`config.mk`:
```
export PLATFORM = sky130hd
export DESIGN_NAME = bids22_host_ctrl
export DESIGN_NICKNAME = d
export VERILOG_FILES = /design/src/rtl/bids22_host_ctrl.sv
export SDC_FILE = /design/constraint.sdc
export NUM_CORES = 1
export LEC_CHECK = 0
export ABC_AREA = 1
export BUFFER_PORTS_ARGS = -buffer_cell sky130_fd_sc_hd__buf_2
export CAP_MARGIN = 10
export CORE_UTILIZATION = 55
export DETAILED_ROUTE_END_ITERATION = 7
export PLACE_DENSITY = 0.85
export REMOVE_ABC_BUFFERS = 1
export SLEW_MARGIN = 25
export SYNTH_ARGS = -nofsm -noshare
export SYNTH_HDL_FRONTEND = slang
export SYNTH_SLANG_ARGS = --single-unit
```
`constraint.sdc`:
```
create_clock -name clk -period 3.8 [get_ports clk]
set_input_delay 0.76 -clock clk [delete_from_list [all_inputs] [get_ports clk]]
set_output_delay 0.76 -clock clk [all_outputs]
set_load 0.02 [all_outputs]
```
`src/rtl/bids22_host_ctrl.sv`:
```
// Auction session sequencer: config burst, lock, N timed bid rounds with result capture, unlock.
// Outputs registered; config commands stall while ready=0; rounds end on roundOver or a bounded wait.
module bids22_host_ctrl #(
  parameter int DATA_W  = 32,
  parameter int RLEN_W  = 16,
  parameter int TIMEOUT = 64
) (
  input  logic              clk,
  input  logic              reset_n,
  input  logic              go,
  input  logic [DATA_W-1:0] cfg_x_bal,
  input  logic [DATA_W-1:0] cfg_y_bal,
  input  logic [DATA_W-1:0] cfg_z_bal,
  input  logic [2:0]        cfg_mask,
  input  logic [DATA_W-1:0] cfg_timer,
  input  logic [DATA_W-1:0] cfg_cost,
  input  logic [DATA_W-1:0] cfg_key,
  input  logic [RLEN_W-1:0] cfg_round_len,
  input  logic [7:0]        cfg_num_rounds,
  input  logic              ready,
  input  logic              roundOver,
  input  logic [DATA_W-1:0] maxBid,
  input  logic              X_win,
  input  logic              Y_win,
  input  logic              Z_win,
  input  logic [2:0]        err,
  output logic [3:0]        C_op,
  output logic [DATA_W-1:0] C_data,
  output logic              C_start,
  output logic              busy,
  output logic              res_valid,
  output logic [1:0]        res_winner,
  output logic [DATA_W-1:0] res_amt,
  output logic [2:0]        res_err,
  output logic [7:0]        res_round,
  output logic              timeout,
  output logic              done
);

  localparam int TW = $clog2(TIMEOUT) + 1;

  localparam logic [2:0] S_IDLE   = 3'd0;
  localparam logic [2:0] S_CFG    = 3'd1;
  localparam logic [2:0] S_ARM    = 3'd2;
  localparam logic [2:0] S_ROUND  = 3'd3;
  localparam logic [2:0] S_WAIT   = 3'd4;
  localparam logic [2:0] S_GAP    = 3'd5;
  localparam logic [2:0] S_UNLOCK = 3'd6;
  localparam logic [2:0] S_DONE   = 3'd7;

  localparam logic [3:0] OP_NOOP   = 4'd0;
  localparam logic [3:0] OP_UNLOCK = 4'd1;
  localparam logic [3:0] OP_LOCK   = 4'd2;
  localparam logic [3:0] OP_LOADX  = 4'd3;
  localparam logic [3:0] OP_LOADY  = 4'd4;
  localparam logic [3:0] OP_LOADZ  = 4'd5;
  localparam logic [3:0] OP_MASK   = 4'd6;
  localparam logic [3:0] OP_TIMER  = 4'd7;
  localparam logic [3:0] OP_COST   = 4'd8;

  logic [2:0]        state;
  logic [2:0]        cfg_idx;
  logic [RLEN_W-1:0] len_cnt;
  logic [TW-1:0]     wait_cnt;
  logic [7:0]        round_idx;

  logic [DATA_W-1:0] sh_x, sh_y, sh_z, sh_timer, sh_cost, sh_key;
  logic [2:0]        sh_mask;
  logic [RLEN_W-1:0] sh_len;
  logic [7:0]        sh_rounds;

  logic [3:0]        cmd_op;
  logic [DATA_W-1:0] cmd_dat;
  logic [RLEN_W-1:0] len_eff;
  logic [7:0]        rounds_eff;
  logic              last_round;
  logic [1:0]        winner;

  // cfg_idx counts commands already placed on the bus; 7 means Lock is showing
  always_comb begin
    cmd_op  = OP_NOOP;
    cmd_dat = '0;
    case (cfg_idx)
      3'd0: begin cmd_op = OP_LOADX; cmd_dat = sh_x; end
      3'd1: begin cmd_op = OP_LOADY; cmd_dat = sh_y; end
      3'd2: begin cmd_op = OP_LOADZ; cmd_dat = sh_z; end
      3'd3: begin cmd_op = OP_MASK;  cmd_dat = {{(DATA_W-3){1'b0}}, sh_mask}; end
      3'd4: begin cmd_op = OP_TIMER; cmd_dat = sh_timer; end
      3'd5: begin cmd_op = OP_COST;  cmd_dat = sh_cost; end
      3'd6: begin cmd_op = OP_LOCK;  cmd_dat = sh_key; end
      default: begin cmd_op = OP_NOOP; cmd_dat = '0; end
    endcase
  end

  always_comb begin
    len_eff    = (sh_len == '0) ? RLEN_W'(1) : sh_len;
    rounds_eff = (sh_rounds == 8'd0) ? 8'd1 : sh_rounds;
    last_round = ({1'b0, round_idx} + 9'd1) >= {1'b0, rounds_eff};
    winner     = X_win ? 2'd1 : (Y_win ? 2'd2 : (Z_win ? 2'd3 : 2'd0));
  end

  always_ff @(posedge clk) begin
    if (!reset_n) begin
      state      <= S_IDLE;
      cfg_idx    <= '0;
      len_cnt    <= '0;
      wait_cnt   <= '0;
      round_idx  <= '0;
      sh_x       <= '0;
      sh_y       <= '0;
      sh_z       <= '0;
      sh_timer   <= '0;
      sh_cost    <= '0;
      sh_key     <= '0;
      sh_mask    <= '0;
      sh_len     <= '0;
      sh_rounds  <= '0;
      C_op       <= OP_NOOP;
      C_data     <= '0;
      C_start    <= 1'b0;
      busy       <= 1'b0;
      res_valid  <= 1'b0;
      res_winner <= '0;
      res_amt    <= '0;
      res_err    <= '0;
      res_round  <= '0;
      timeout    <= 1'b0;
      done       <= 1'b0;
    end else begin
      res_valid <= 1'b0;
      done      <= 1'b0;
      case (state)
        S_IDLE: begin
          if (go && ready) begin
            sh_x      <= cfg_x_bal;
            sh_y      <= cfg_y_bal;
            sh_z      <= cfg_z_bal;
            sh_mask   <= cfg_mask;
            sh_timer  <= cfg_timer;
            sh_cost   <= cfg_cost;
            sh_key    <= cfg_key;
            sh_len    <= cfg_round_len;
            sh_rounds <= cfg_num_rounds;
            busy      <= 1'b1;
            timeout   <= 1'b0;
            cfg_idx   <= '0;
            round_idx <= '0;
            state     <= S_CFG;
          end
        end
        S_CFG: begin
          // nothing is on the bus yet at index 0, so the first command needs no ready
          if (cfg_idx == 3'd0 || ready) begin
            if (cfg_idx == 3'd7) begin
              C_op   <= OP_NOOP;
              C_data <= '0;
              state  <= S_ARM;
            end else begin
              C_op    <= cmd_op;
              C_data  <= cmd_dat;
              cfg_idx <= cfg_idx + 3'd1;
            end
          end
        end
        S_ARM, S_GAP: begin
          C_start <= 1'b1;
          len_cnt <= RLEN_W'(1);
          state   <= S_ROUND;
        end
        S_ROUND: begin
          if (len_cnt >= len_eff) begin
            C_start  <= 1'b0;
            wait_cnt <= '0;
            state    <= S_WAIT;
          end else begin
            len_cnt <= len_cnt + RLEN_W'(1);
          end
        end
        S_WAIT: begin
          if (roundOver) begin
            res_valid  <= 1'b1;
            res_winner <= winner;
            res_amt    <= maxBid;
            res_err    <= err;
            res_round  <= round_idx;
            if (last_round) begin
              C_op   <= OP_UNLOCK;
              C_data <= sh_key;
              state  <= S_UNLOCK;
            end else begin
              round_idx <= round_idx + 8'd1;
              state     <= S_GAP;
            end
          end else if (wait_cnt == TW'(TIMEOUT - 1)) begin
            timeout <= 1'b1;
            C_op    <= OP_UNLOCK;
            C_data  <= sh_key;
            state   <= S_UNLOCK;
          end else begin
            wait_cnt <= wait_cnt + TW'(1);
          end
        end
        S_UNLOCK: begin
          C_op   <= OP_NOOP;
          C_data <= '0;
          done   <= 1'b1;
          busy   <= 1'b0;
          state  <= S_DONE;
        end
        default: state <= S_IDLE;
      endcase
    end
  end

endmodule

```
Word level (Yosys, flattened, before mapping)
Cells that the tools add are included.
- flip-flop bits (word level): 342
- output and inout bits: 86
- reduce and logical (&&, ||, !) cells: 25
- equal/unequal tests: 27
- $add $sub $neg: 5
- muxes and demuxes: 51
- order comparisons: 2
- operators with widths (kind ; number):
    32-bit one-hot mux with 7 select lines ; 1
    32-bit 2-to-1 mux ; 5
    32-bit one-hot mux with 3 select lines ; 1
    16-bit 2-to-1 mux ; 2
    8-bit 2-to-1 mux ; 4
    16-bit one-hot mux with 2 select lines ; 1
    4-bit one-hot mux with 7 select lines ; 1
    3-bit 2-to-1 mux ; 9
    2-bit != test (second input constant) ; 11
    3-bit equality test (second input constant) ; 7
    7-bit 2-to-1 mux ; 3
    4-bit 2-to-1 mux ; 5
    4-bit AND reduction ; 5
    3-bit one-hot mux with 6 select lines ; 1
    16-bit by 1-bit adder with 16-bit output (second input constant) ; 1
    16-bit >= comparator ; 1
    16-bit logical NOT ; 1
    8-bit one-hot mux with 2 select lines ; 1
    7-bit one-hot mux with 2 select lines ; 1
    3-bit by 2-bit equality test with 1-bit output (second input constant) ; 4
    4-bit one-hot mux with 3 select lines ; 1
    2-bit AND reduction ; 6
    2-bit nonzero test ; 5
    8-bit by 1-bit adder with 9-bit output (second input constant) ; 1
    18 further kinds ; 32

Logic depth before layout (Yosys ltp)
Gate-level depths: netlist of run 1.
- depth after elaboration: 6
- gate-level depth with buffers: 21
- gate-level depth less buffers: 20

Worst setup path before layout of run 1
Ideal clock, no wire load.
- kind: register to register
- start point: reg round_idx[0]
- end point: reg C_data[11]
- data arrival time: 2.247 ns
- data required time: 3.685 ns
- stages on the path, launching flop included: 20
- slack: 1.438 ns
- setup time: 0.115 ns
- cells stage by stage: dfxtp_1 ha_1 nand2_1 inv_1 nand2_1 nor2_1 nor2_1 ha_1 nand2_1 inv_1 nand2_1 nand2_1 o21bai_1 nand2_1 nand2_1 nand3_1 buf_4 buf_4 a21oi_1 nor2_1
- longest elaborated chain between the ends: 4
- RTL lines (what ; RTL line ; source):
    start: declaration ; 65 ; logic [7:0] round_idx;
    start signal: assignment ; 191 ; round_idx <= round_idx + 8'd1;
    8-bit by 1-bit adder with 9-bit output ; 98 ; last_round = ({1'b0, round_idx} + 9'd1) >= {1'b0, rounds_eff};
    9-bit by 8-bit >= comparator with 1-bit output ; 98 ;
    3-bit != test (no source line) ; - ;
    4-bit AND reduction (no source line) ; - ;
    end signal: assignment ; 160 ; C_data <= cmd_dat;
    end signal: assignment ; 188 ; C_data <= sh_key;
    end signal: assignment ; 197 ; C_data <= sh_key;
    end: declaration ; 28 ; output logic [DATA_W-1:0] C_data,
No other way between the ends.
A chain may end at the register's enable or synchronous reset.

Worst setup path after layout of run 1
- start point: reg round_idx[0]
- end point: reg round_idx[6]
- longest elaborated chain between the ends: 4
- elaborated cells on any way between the ends: 8
- those cells by class: add/sub: 2; order compare: 1; eq/ne: 1; mux: 3; reduce/logical: 1
- RTL lines (what ; RTL line):
    8-bit by 1-bit adder with 9-bit output / 8-bit by 1-bit adder with 8-bit output (equally long branches) ; 98, 191
    9-bit by 8-bit >= comparator with 1-bit output / 8-bit 2-to-1 mux (equally long branches) ; 98, 186
    2-bit != test (no source line) / 8-bit 2-to-1 mux (equally long branches) ; -
    4-bit AND reduction (no source line) / 8-bit one-hot mux with 2 select lines (equally long branches) ; -
Parallel ways exist; a longest one is shown, timed or not. The select of a mux whose other input is x is not followed.

==> results of run 1 <==
## per-layer routing
layer	track usage [%]	wire [um]	vias up	share of wire, %
li1	-	-	7506	-
met1	35.2	17500	6761	42
met2	47.5	19500	583	47
met3	5.73	2990	119	7.2
met4	13.6	1690	2	4.0
met5	0	13	-	0.031
## final timing paths
kind	start	to	slack, ns	depth (start not counted)
setup reg to reg	round_idx[0]$_SDFFE_PN0P_	round_idx[6]$_SDFFE_PN0P_	0.74	18
hold / removal	sh_z[3]$_SDFFE_PN0P_	sh_z[3]$_SDFFE_PN0P_	0.44	2
setup / recovery	round_idx[0]$_SDFFE_PN0P_	round_idx[6]$_SDFFE_PN0P_	0.74	18
hold reg to reg	sh_z[3]$_SDFFE_PN0P_	sh_z[3]$_SDFFE_PN0P_	0.44	2
## kinds of logic (layout without fill, tap and decap cells)
kind of cell | after synthesis | in the layout | share of synthesized area (%)
AOI/OAI and AO/OA | 669 | 669 | 23.1
and+or+nand+nor | 644 | 644 | 17.7
buffers and inverters | 421 | 713 | 10.9
DFF | 342 | 342 | 44.7
adders and majority gates | 33 | 33 | 2.70
xor gates and xnor gates | 16 | 16 | 0.915
other | 0 | 11 | 0
## cells in the final DEF, fill, tap and decap left out, drive strengths merged, types with 3 or more instances in the layout
cell	synthesis	final
nand3	90	90
a211oi	3	3
dfxtp	342	342
clkbuf	99	58
nand4	9	9
a21oi	308	308
nand3b	9	9
nor3	38	38
nand2	201	201
inv	278	280
diode	0	11
o21ai	274	274
ha	33	33
o22ai	71	71
or2	3	3
nor2	294	294
xor2	15	15
clkinv	1	5
buf	43	367
a31oi	3	3
## critical path, delay by kind of cell (launching register included)
kind	cells	cell delay, ns
compound gates	2	0.31
fa+ha+maj	2	0.49
flops	1	0.40
buf+inv	3	0.52
simple gates	11	1.22
## power breakdown
group / internal (mW) / switching [mW]
clock network: 2.10 / 1.46
registers: 4.26 / 0.304
logic: 1.28 / 2.66
total: 7.64 / 4.42
## area by class of cell
cell class | count | area, um^2 | area share, %
Clock inverter | 9 | 130 | 0.708
Tap cell | 372 | 465 | 2.53
Inverter | 279 | 1050 | 5.72
Timing Repair Buffer | 367 | 1970 | 10.7
Clock buffer | 58 | 1070 | 5.85
Sequential cell | 342 | 6850 | 37.2
Multi-Input combinational cell | 1362 | 6820 | 37.1
Antenna cell | 11 | 27.5 | 0.150
## metrics by stage
step                      setup slack, ns  instances  total power [mW]  area (um^2)  TNS (ns)
after floorplan                     -2.21       1983              7.22        14700   -511.93
after CTS                           0.715       2789              12.1        18400         0
after global routing                0.368       2796              12.8        18400         0
after global placement              0.795       2722              8.39        17200         0
final                               0.738       2800              12.1        18400         0
after detailed placement            0.720       2722              8.54        17200         0
## flip-flops by register name (all words and copies together) (netlist names), 32 cells and up
| signal | flops |
|---|---|
| sh_y | 32 |
| res_amt | 32 |
| sh_key | 32 |
| sh_timer | 32 |
| sh_x | 32 |
| C_data | 32 |
| sh_cost | 32 |
| sh_z | 32 |
==> results.cfg, run 1 <==
[global_routing]
grt_usage_pct = 28.5
antenna_found_initial = 11
grt_start_max_net_pins = 173
grt_pass1_vias = 13700
grt-ovfl-total = 0
grt_pass1_wl_um = 66200

[cts]
cts.sinks = 342
clkTransAtPathRegs_ns = 0.06
clk_latency_ns = 0.53
clock_tree.buffer_depth = 3
cts_max_level = 2
cts_hold_buf = 0
postCtsSetupRepairBufs = 0
cts_tree = done
ctsRootBufferMaster = clkbuf_16
cts_resized = 0
numCtsBuffers = 37

[sta]
fin_crit_sh_pct = 80.6
report.final.slew_viol_count = 0
hold_viol = 0
relSlewSlack_pct = 35.1
period_needed_ns = 3.06
hold_ws_ns = 0.443
setup_viol = 0
worstMarginPinSlew_ns = 0.972
fmax_mhz = 327
skew_ns = 0.0240
rsz0062_at_grt = no

[detailed_routing]
drt_iter0_markers = 1109
wl_um = 41800
drtPass1Iterations = 6
routed_via_density = 5.35
vias = 15000
post_drt_wl_per_cell_um = 14.9
drc = 0
ant_nets = 0

[yosys]
synth_top_cells_by_count = dfxtp_1 (342), a21oi_1 (298), nor2_1 (288)
ys_warn_count = 0
synthArstFlopShare_pct = 0
synth_edf_count = 0
synth_top_area_share_pct = 44.7
synth_cells = 2125
yosysUniqueCellTypes = 45
synth_area_um2 = 15300
ys_seq_area_share_pct = 44.7
ys_top_cells_by_area = dfxtp_1 (45%), a21oi_1 (9.7%), o21ai_0 (8.8%)
syn-mean-instance-area_um2 = 7.21
yosysMostFrequentCell = dfxtp_1
synth-seq-cells = 342
ys.flop_type = dfxtp_1
synth_top_area_cell = dfxtp_1

[min_path]
hold_path.class = flip-flop to flip-flop

[power_and_ir_drop]
p_leak_nw = 7.99
ir_drop_v = 0.000404
power_density_nw_per_um2 = 656

[die]
ios = 348
die_height_um = 169
coreArea_um2 = 27100
die_area_um2 = 28500
die_x_um = 169
placementRows = 60
initial_utilization_pct = 56.5

[finish]
areaGrowthSynthToFinish_pct = 20.0
fin_util_pct = 67.8
fin_nets = 2684
fillers = 2246
drive_above_1_share_pct = 18.8

[critical_path]
crit_path_frequent_cell = nand2_1
critPathLaunchType = flip-flop
crit_chain = ha_1, nand2_1, inv_1, nand2_1, nor2_1, nor2_1, ha_1, nand2_1, inv_1, nand2_1, nand2_1, o21bai_1, nand2_1, nand2_1, nand3_4, buf_12, a21boi_0, nor2_1
critPathMaxFanout = 44
end_kind = flip-flop
worstPathArrival_ns = 3.46
required_ns = 4.20
crit_path_top_delay_cell = nand3_4
crit_path_max_incr_delay_ns = 0.46
criticalPathCategory = flip-flop to flip-flop

[place]
hpwl_um = 27700
place_congestion = 0.859
io_buffers = 347

[outcome]
status = finished, final reports clean

[job]
cap_violations = 0
Note: power is estimated with default switching activity, not from simulation.
==> run 2, diff against run 1 <==
--- a/config.mk
+++ b/config.mk
@@ -8,9 +8,9 @@
 export ABC_AREA = 1
 export BUFFER_PORTS_ARGS = -buffer_cell sky130_fd_sc_hd__buf_2
 export CAP_MARGIN = 10
-export CORE_UTILIZATION = 55
+export CORE_UTILIZATION = 49
 export DETAILED_ROUTE_END_ITERATION = 7
-export PLACE_DENSITY = 0.85
+export PLACE_DENSITY = 0.8
 export REMOVE_ABC_BUFFERS = 1
 export SLEW_MARGIN = 25
 export SYNTH_ARGS = -nofsm -noshare
==> constraint.sdc (replaced) <==
create_clock -name clk -period 2.7 [get_ports clk]
set_input_delay 0.54 -clock clk [delete_from_list [all_inputs] [get_ports clk]]
set_output_delay 0.54 -clock clk [all_outputs]
set_load 0.02 [all_outputs]
==> results.cfg, run 2 (synthesis results as in run 1) <==
[global_routing]
grt_start_max_net_pins = 287
grt-ovfl-total = 0
grt_pass1_vias = 13500
antenna_found_initial = 10
grt_usage_pct = 25.6
grt_pass1_wl_um = 66300

[die]
die_x_um = 179
ios = 348
initial_utilization_pct = 49.9
placementRows = 64
coreArea_um2 = 30700
die_area_um2 = 32000
die_height_um = 179

[place]
dp_slack_ns = 0.103
hpwl_um = 27900
io_buffers = 347
place_congestion = 0.887

[job]
cap_violations = 0

[detailed_routing]
vias = 14900
ant_nets = 0
wl_um = 43100
drc = 0
drt_iter0_markers = 978
drtPass1Iterations = 5
routed_via_density = 5.26
post_drt_wl_per_cell_um = 15.2

[outcome]
status = finished, final reports clean

[sta]
worstMarginPinSlew_ns = 0.771
fmax_mhz = 389
fin_ws_ns = 0.129
relSlewSlack_pct = 48.6
hold_viol = 0
hold_ws_ns = 0.253
fin_crit_sh_pct = 95.2
setup_tns_ns = 0
period_needed_ns = 2.57
setup_viol = 0
report.final.slew_viol_count = 0
skew_ns = 0.0157

[finish]
fin_nets = 2698
final_common_cell = buf_2
fillers = 2737
final_cell_mix = buf_2 (347), dfxtp_1 (340), a21oi_1 (298)
drive_above_1_share_pct = 20.2
fin_util_pct = 61.3
areaGrowthSynthToFinish_pct = 22.8

[critical_path]
critPathLaunchType = flip-flop
worstPathArrival_ns = 2.98
criticalPathCategory = flip-flop to flip-flop
end_kind = flip-flop
critPathMaxFanout = 20
required_ns = 3.11

[cts]
ctsRootBufferMaster = clkbuf_16
clock_tree.buffer_depth = 3
cts_hold_buf = 0
clkTransAtPathRegs_ns = 0.06
numCtsBuffers = 37
cts_max_level = 2
cts.sinks = 342
clk_latency_ns = 0.51
cts_tree = done

[min_path]
hold_path.class = primary input to flip-flop

[power_and_ir_drop]
power_density_nw_per_um2 = 939
p_leak_nw = 8.19
ir_drop_v = 0.000556
power_mw = 17.7
## run 2: cell count changes in the layout (fill, tap and decap cells not counted), sizes merged
cell / before / now
buf: 367 / 378
clkinv: 5 / 13
clkbuf: 58 / 51
bufinv: 2 / 6
diode: 11 / 13
clkinvlp: 1 / 0
inv: 280 / 279
## run 2: timing repair
item	in CTS	in global routing
endpoints found under the setup margin	0	47
gates resized for setup	0	15
setup buffers	0	4
## run 2: per-stage QoR
step	cells	cell area [um^2]
after floorplan	1983	14700
after global placement	2752	17300
after detailed placement	2752	17300
after CTS	2819	18600
after global routing	2837	18800
final	2840	18800
## run 2: final timing paths
check	start	to	slack, ns	cells after the start
worst max register to register	round_idx[2]$_SDFFE_PN0P_	C_data[5]$_SDFFE_PN0P_	0.13	13
worst max-delay path	round_idx[2]$_SDFFE_PN0P_	C_data[5]$_SDFFE_PN0P_	0.13	13
worst min-delay path	maxBid[23]	res_amt[23]$_SDFFE_PN0P_	0.25	3
worst min register to register	sh_y[10]$_SDFFE_PN0P_	sh_y[10]$_SDFFE_PN0P_	0.44	2
## run 2: layer usage
metal | track usage, % | share of wire [%]
met2 | 42.1 | 47
met1 | 33.2 | 44
met4 | 10.5 | 2.9
met3 | 4.41 | 6.4
met5 | 0 | 0
## run 2: cell type report
class                      instances  area, um^2  share of cell area, %
antenna                           13        32.5                  0.173
sequential                       342        6850                   36.4
clock buffer                      48        1070                   5.69
inverter                         279        1050                   5.59
timing repair buffer             381        2210                   11.7
multi-input combinational       1362        6860                   36.4
tap                              396         495                   2.63
clock inverter                    19         249                   1.32
## run 2: power breakdown
| group | leakage (nW) | switching [mW] | internal, mW |
|---|---|---|---|
| clock | 0.664 | 2.06 | 3.37 |
| combinational | 4.73 | 3.82 | 1.99 |
| sequential | 2.80 | 0.422 | 6.00 |
| total | 8.19 | 6.30 | 11.4 |
## run 2: critical path, cell delays in order, from the launching register on
cell and delay (ns):
dfxtp_1 0.40, nand3_1 0.14, nor2_2 0.16, nand4_1 0.11, nand2_1 0.10, nand2_1 0.08
ha_1 0.21, or2_0 0.23, a31oi_1 0.34, nand3_4 0.12, buf_12 0.17, clkbuf_16 0.19
a21oi_1 0.15, nor2_1 0.06
